`config.mk`:
```
export PLATFORM = sky130hd
export DESIGN_NAME = alu_seq_calculator_n_bit
export DESIGN_NICKNAME = d
export VERILOG_FILES = /design/src/rtl/alu_seq_calculator_n_bit.sv
export SDC_FILE = /design/constraint.sdc
export NUM_CORES = 1
export LEC_CHECK = 0
export BUFFER_PORTS_ARGS = -buffer_cell sky130_fd_sc_hd__buf_4
export CAP_MARGIN = 20
export CORE_MARGIN = 3
export CORE_UTILIZATION = 45
export DETAILED_ROUTE_END_ITERATION = 6
export GPL_ROUTABILITY_DRIVEN = 0
export MAX_ROUTING_LAYER = met4
export PLACE_DENSITY_LB_ADDON = 0.15
export SLEW_MARGIN = 10
export SYNTH_ARGS = -nofsm -noshare
export SYNTH_HDL_FRONTEND = slang
export SYNTH_SLANG_ARGS = --single-unit
```
`constraint.sdc`:
```
create_clock -name clk -period 3.15 [get_ports clk]
set_clock_uncertainty 0.1 [all_clocks]
set_input_delay 0.1575 -clock clk [delete_from_list [all_inputs] [get_ports clk]]
set_output_delay 0.1575 -clock clk [all_outputs]
set_load 0.02 [all_outputs]
```
`src/rtl/alu_seq_calculator_n_bit.sv`:
```
// Multi-cycle signed N-bit ALU (add/sub, shift-add mul, restoring div) with a 2N-bit result.
// Each falling rst starts one operation; the result is finalised in the first DONE cycle.
module alu_seq_calculator_n_bit #(
  parameter int DATA_WIDTH   = 4,
  parameter int RESULT_WIDTH = 2*DATA_WIDTH
) (
  input  logic                    clk,
  input  logic                    rst,
  input  logic [DATA_WIDTH-1:0]   a,
  input  logic [DATA_WIDTH-1:0]   b,
  input  logic [2:0]              op,
  output logic [RESULT_WIDTH-1:0] result,
  output logic                    valid_result
);
  localparam int N  = DATA_WIDTH;
  localparam int RW = RESULT_WIDTH;
  localparam int CW = $clog2(N) + 1;

  localparam logic [1:0] S_LOAD = 2'd0;
  localparam logic [1:0] S_EXEC = 2'd1;
  localparam logic [1:0] S_DONE = 2'd2;

  localparam logic [2:0] OP_ADD = 3'b000;
  localparam logic [2:0] OP_SUB = 3'b001;
  localparam logic [2:0] OP_MUL = 3'b010;
  localparam logic [2:0] OP_DIV = 3'b011;

  logic [1:0]    state_q, state_d;
  logic [CW-1:0] cnt_q, cnt_d;
  logic [2:0]    op_q, op_d;
  logic          sa_q, sa_d, sb_q, sb_d;
  logic [N-1:0]  ma_q, ma_d, mb_q, mb_d;
  logic [N-1:0]  shf_q, shf_d;
  logic [RW-1:0] acc_q, acc_d;
  logic [N-1:0]  rem_q, rem_d;
  logic [N-1:0]  quot_q, quot_d;
  logic [RW-1:0] result_q, result_d;
  logic          valid_q, valid_d;

  logic [N-1:0]  mag_a, mag_b;
  logic [N:0]    rem_sh;
  logic [RW-1:0] va, vb, q_ext;

  always_comb begin
    state_d  = state_q;
    cnt_d    = cnt_q;
    op_d     = op_q;
    sa_d     = sa_q;
    sb_d     = sb_q;
    ma_d     = ma_q;
    mb_d     = mb_q;
    shf_d    = shf_q;
    acc_d    = acc_q;
    rem_d    = rem_q;
    quot_d   = quot_q;
    result_d = result_q;
    valid_d  = valid_q;

    mag_a  = a[N-1] ? (~a + 1'b1) : a;
    mag_b  = b[N-1] ? (~b + 1'b1) : b;
    rem_sh = {rem_q, shf_q[N-1]};
    // Signed operands rebuilt from sign + magnitude so -2^(N-1) round-trips exactly.
    va     = sa_q ? (~{{N{1'b0}}, ma_q} + 1'b1) : {{N{1'b0}}, ma_q};
    vb     = sb_q ? (~{{N{1'b0}}, mb_q} + 1'b1) : {{N{1'b0}}, mb_q};
    q_ext  = {{N{1'b0}}, quot_q};

    case (state_q)
      S_LOAD: begin
        op_d   = op;
        sa_d   = a[N-1];
        sb_d   = b[N-1];
        ma_d   = mag_a;
        mb_d   = mag_b;
        shf_d  = (op == OP_DIV) ? mag_a : mag_b;
        acc_d  = '0;
        rem_d  = '0;
        quot_d = '0;
        cnt_d  = '0;
        state_d = (op == OP_MUL || op == OP_DIV) ? S_EXEC : S_DONE;
      end
      S_EXEC: begin
        if (op_q == OP_MUL) begin
          if (shf_q[0]) acc_d = acc_q + ({{N{1'b0}}, ma_q} << cnt_q);
          shf_d = shf_q >> 1;
        end else begin
          shf_d = shf_q << 1;
          if (rem_sh >= {1'b0, mb_q}) begin
            rem_d  = N'(rem_sh - {1'b0, mb_q});
            quot_d = {quot_q[N-2:0], 1'b1};
          end else begin
            rem_d  = N'(rem_sh);
            quot_d = {quot_q[N-2:0], 1'b0};
          end
        end
        if (cnt_q == CW'(N-1)) state_d = S_DONE;
        else                    cnt_d   = cnt_q + CW'(1);
      end
      S_DONE: begin
        if (!valid_q) begin
          valid_d = 1'b1;
          case (op_q)
            OP_ADD:  result_d = va + vb;
            OP_SUB:  result_d = va - vb;
            OP_MUL:  result_d = (sa_q ^ sb_q) ? (~acc_q + 1'b1) : acc_q;
            OP_DIV:  result_d = (mb_q == '0) ? '0 :
                                ((sa_q ^ sb_q) ? (~q_ext + 1'b1) : q_ext);
            default: result_d = '0;
          endcase
        end
      end
      default: state_d = S_LOAD;
    endcase
  end

  always_ff @(posedge clk or posedge rst) begin
    if (rst) begin
      state_q  <= S_LOAD;
      cnt_q    <= '0;
      op_q     <= '0;
      sa_q     <= 1'b0;
      sb_q     <= 1'b0;
      ma_q     <= '0;
      mb_q     <= '0;
      shf_q    <= '0;
      acc_q    <= '0;
      rem_q    <= '0;
      quot_q   <= '0;
      result_q <= '0;
      valid_q  <= 1'b0;
    end else begin
      state_q  <= state_d;
      cnt_q    <= cnt_d;
      op_q     <= op_d;
      sa_q     <= sa_d;
      sb_q     <= sb_d;
      ma_q     <= ma_d;
      mb_q     <= mb_d;
      shf_q    <= shf_d;
      acc_q    <= acc_d;
      rem_q    <= rem_d;
      quot_q   <= quot_d;
      result_q <= result_d;
      valid_q  <= valid_d;
    end
  end

  assign result       = result_q;
  assign valid_result = valid_q;
endmodule
```
**Word level (Yosys, flattened, before mapping)**

Index checks and enable logic that the tools add are counted.
W data, S select, Z words.

- Bits in registers: 47
- Output and inout port bits: 9

- $add $sub $neg: 11
- Magnitude comparators: 1
- Eq/ne operators: 13
- Shift-type cells: 1
- Muxes and demuxes: 25
- Bitwise operators: 9
- Reduce and logical (&&, ||, !) cells: 10

Operator list:

| cell | count |
|---|---|
| $mux W8 | 7 |
| $add A8 B1 Y8 const B | 4 |
| $pmux W8 S4 | 1 |
| $mux W4 | 7 |
| $not A4 Y8 | 3 |
| $pmux W4 S2 | 3 |
| $add A8 B8 Y8 | 2 |
| $pmux W8 S2 | 1 |
| $eq A3 B2 Y1 const B | 5 |
| $ne A2 B2 Y1 const B | 5 |
| $add A4 B1 Y4 const B | 2 |
| $not A4 Y4 | 2 |
| $not A8 Y8 | 1 |
| $reduce_and A2 Y1 | 4 |
| $shl A4 B3 Y8 | 1 |
| $sub A8 B8 Y8 | 1 |
| $pmux W2 S3 | 1 |
| $pmux W3 S2 | 1 |
| $ge A5 B4 Y1 | 1 |
| $logic_not A4 Y1 | 1 |
| $mux W2 | 2 |
| $sub A4 B4 Y4 | 1 |
| $add A3 B1 Y3 const B | 1 |
| $eq A3 B1 Y1 const B | 1 |
| other kinds (11) | 12 |

**Longest topological paths before layout**

- Depth after elaboration: 5
- Depth in mapped cells: 13
- Mapped depth without buffers: 13

**Least setup slack after synthesis**

No wires, ideal clock.

- Kind: reg2reg
- Start point: reg mb_q[0]
- End point: reg result_q[5], in the netlist result[5]
- Library setup time: 136 ps
- Arrival: 2,689 ps
- Setup slack: 225 ps
- Stages on the path, launching flop included: 11
- Path buffers: 0
- Clock period less this slack: 2,925 ps
- Path through: dfrtp_1 nor3_1 ha_1 or3b_1 a21oi_2 a21oi_1 xor2_1 ha_1 or3_1 a31oi_1 a211oi_1

- Longest elaborated chain between the ends: 5
- Elaborated cells on any way between the ends: 8

RTL lines:

| what | line | RTL |
|---|---|---|
| start, declared | 32 | `logic [N-1:0] ma_q, ma_d, mb_q, mb_d;` |
| start signal, assigned | 137 | `mb_q <= mb_d;` |
| $not A4 Y8 | 64 | `vb = sb_q ? (~{{N{1'b0}}, mb_q} + 1'b1) : {{N{1'b0}}, mb_q};` |
| $add A8 B1 Y8 | 64 |  |
| $mux W8 | 64 |  |
| $sub A8 B8 Y8 / $add A8 B8 Y8 (equally long branches) | 103, 102 |  |
| $pmux W8 S4 (*) | 101 | `case (op_q)` |
| end signal, assigned | 142 | `result_q <= result_d;` |
| end, declared | 37 | `logic [RW-1:0] result_q, result_d;` |

Mark *: on every way between the ends. The rest lies on a longest branch, timed or not.
A chain may end at the register's enable or synchronous reset.

**Worst setup path in the final report**

- Start point: reg mb_q[1]
- End point: reg result_q[5], in the netlist result[5]

The elaborated chain is that of the path after synthesis.

==> flow_summary_export.csv <==
group,metric,value,unit
status,status,"finished, final reports clean",
synthesis,synth_ff_type,"dfrtp_1",
worst_setup_path,cp-end-kind,"flip-flop",
synthesis,yosysSeqAreaShare,0.314,
route,vias,3007,
timing,period_share,0.961,
route,drc,0,
cells_and_area,syn_to_final_growth,11.0,%
worst_setup_path,worstPathArrival,3.09,ns
timing,relSlewSlack,0.568,
synthesis,synth-seq-cells,47,
worst_setup_path,cp.required,3.22,ns
cells_and_area,design_area,4150,µm²
synthesis,synth_cell_types,58,
route,detail-route-antenna-nets,0,
clock_tree,cts_sinks,47,
synthesis,synth_cells,419,
clock_tree,cts_buffers,5,
clock_tree,worstSkewPairLatency,0.30,ns
cells_and_area,final_nets,491,
grt,grt_pass1_vias,2894,
cells_and_area,diodes,0,
pwr,leakage,0.00185,µW
clock_tree,clk_root_buffer_cell,"clkbuf_8",
pwr,p_per_area,775,nW/µm²
floorplan,die-width,97.2,µm
timing,report.final.slew_viol_count,0,
placement,placed_area,4000,µm²
clock_tree,path_clk_slew,0.08,ns
worst_hold_path,min_path_type,"input pin to flip-flop",
timing,min_period,3.03,ns
worst_setup_path,cp_max_fo,5,
placement,dp_hpwl,6600,µm
grt,grt_first_pass_wirelength,14400,µm
route,wl_per_cell,15.4,µm
floorplan,rows,32,
placement,place.port_buffers,21,
clock_tree,tritoncts,"built",
grt,antenna_found_initial,0,
route,drt-total-wl,8390,µm
timing,fmax,330,MHz
timing,worst_slew_pin_slew,0.648,ns
worst_setup_path,worstSetupPathType,"flip-flop to flip-flop",
floorplan,initial_utilization,0.474,
route,detail_route.first_pass.iterations,4,
route,avgViaCountPerCell,5.51,
clock_tree,clk_path_buf_depth,2,
grt,grt.overflow.total,0,
floorplan,die_h,97.2,µm
timing,setup-violations-final,0,
pwr,irDropWorstVdd,0.322,mV
grt,grt_max_degree,48,
synthesis,syn_area,3740,µm²
synthesis,synth_edf_count,0,
timing,finalHoldViolations,0,
floorplan,coreArea,7890,µm²
synthesis,synthArstFlopShare,1.00,
cells_and_area,n_fill_cell,754,
job,maxCapViolCount,0,
timing,tns,0,ns
cells_and_area,drive_gt1_frac,0.140,
route,drt_iter0_drc,99,
floorplan,dieArea,9450,µm²
synthesis,synth_nets,465,
synthesis,yosys_warnings,0,
worst_setup_path,startpoint_type,"flip-flop",
grt,grt_usage,0.188,
synthesis,syn_avg_cell_area,8.93,µm²
clock_tree,htreeDepth,2,
floorplan,io_pins,22,
## power by group
part           internal (µW)  switching (µW)  total [µW]
registers                729             146         875
logic                    910            1080        2000
clock network            149             199         347
## final timing paths
path	start	endpoint	slack (ns)	cells after the start
worst max-delay path	mb_q[1]	result[5]	0.12	11
worst min-delay path	b[0]	mb_q[0]	0.007	3
worst max register to register	mb_q[1]	result[5]	0.12	11
worst min register to register	result[3]	result[3]	0.39	2
max in group asynchronous	rst	op_q[2]	2.13	4
min in group asynchronous	rst	cnt_q[1]	0.31	3
## cells in the mapped netlist (all sizes together) (10+ instances only)
cell type / n / area (µm²)
dfrtp: 47 / 1180
nand2: 35 / 131
nor2: 32 / 120
o21ai: 32 / 160
ha: 30 / 375
inv: 28 / 105
a21oi: 24 / 124
xnor2: 22 / 193
mux2i: 18 / 180
a22o: 15 / 131
nor3: 15 / 75.1
a21o: 10 / 76.3
## state kept, by name, indices dropped and copies added (netlist names)
register      flops
result            8
valid_result      1
ma_q              4
cnt_q             3
state_q           2
op_q              3
acc_q             8
shf_q             4
quot_q            4
sa_q              1
rem_q             4
mb_q              4
sb_q              1
## final cells by class
class | count | area, µm² | share of cell area
clock buffer | 6 | 72.6 | 0.0175
inverter | 28 | 105 | 0.0253
timing repair buffer | 37 | 298 | 0.0717
tap | 102 | 128 | 0.0307
multi-input combinational | 326 | 2370 | 0.571
sequential | 47 | 1180 | 0.284
## stage by stage
step | hold slack, ns | worst slack [ns] | power [µW] | utilization | std cells
after global placement | 0.283 | 0.147 | 2800 | 0.507 | 534
final | 0.00748 | 0.122 | 3220 | 0.526 | 546
after global routing | 0.0105 | -0.00352 | 3520 | 0.526 | 546
after CTS | 0.00704 | 0.0376 | 3170 | 0.519 | 542
after floorplan | 0.174 | 0.225 | 2360 | - | 419
after detailed placement | 0.288 | 0.0662 | 2820 | 0.507 | 534
## kinds of logic (layout without fill, tap and decap cells)
logic type,count (synthesis),count (layout),synth area share
buffers and inverters,46,71,0.0552
AOI/OAI and AO/OA,120,120,0.222
xor gates and xnor gates,30,30,0.0702
muxes,22,22,0.0602
and+or+nand+nor,121,121,0.161
adders and majority gates,33,33,0.116
DFF,47,47,0.314
## critical path, stage by stage, from the launching register on
cell      delay, ns
dfrtp_1        0.43
buf_4          0.15
nor3_2         0.18
ha_1           0.29
or3b_1         0.39
a21oi_2        0.16
a21oi_1        0.10
xor2_1         0.16
ha_1           0.32
or3_1          0.38
a31oi_1        0.17
a211oi_1       0.06
## per-layer routing
metal | up-vias | GRT usage | part of all wire
li1 | 1544 | - | -
met5 | - | - | 0
met1 | 1417 | 0.258 | 0.49
met4 | 0 | 0.0292 | 0.0070
met3 | 5 | 0.0266 | 0.033
met2 | 41 | 0.303 | 0.47
## timing repair
action	in CTS	in global routing
gates resized for setup	0	5
endpoints found under the hold margin	2	18
buffers inserted	0	2
hold buffers	2	1
setup endpoints to repair	0	2
## cell usage in the layout, fill, tap and decap left out, types with 5 or more instances in the layout
cell / netlist / final
ha_1: 30 / 30
xnor2_1: 22 / 22
a31oi_1: 5 / 5
nand2_1: 35 / 35
o21ai_0: 31 / 30
nand2b_1: 7 / 7
nor2_1: 32 / 32
nor3_1: 15 / 14
buf_4: 2 / 33
clkbuf_8: 0 / 5
o22ai_1: 7 / 7
mux2i_1: 18 / 18
a22o_1: 15 / 15
a21o_1: 9 / 9
xor2_1: 8 / 8
a21oi_1: 23 / 23
nor2b_1: 6 / 6
dfrtp_1: 47 / 46
inv_1: 27 / 25
No activity file was read; power rests on OpenSTA's default activity.
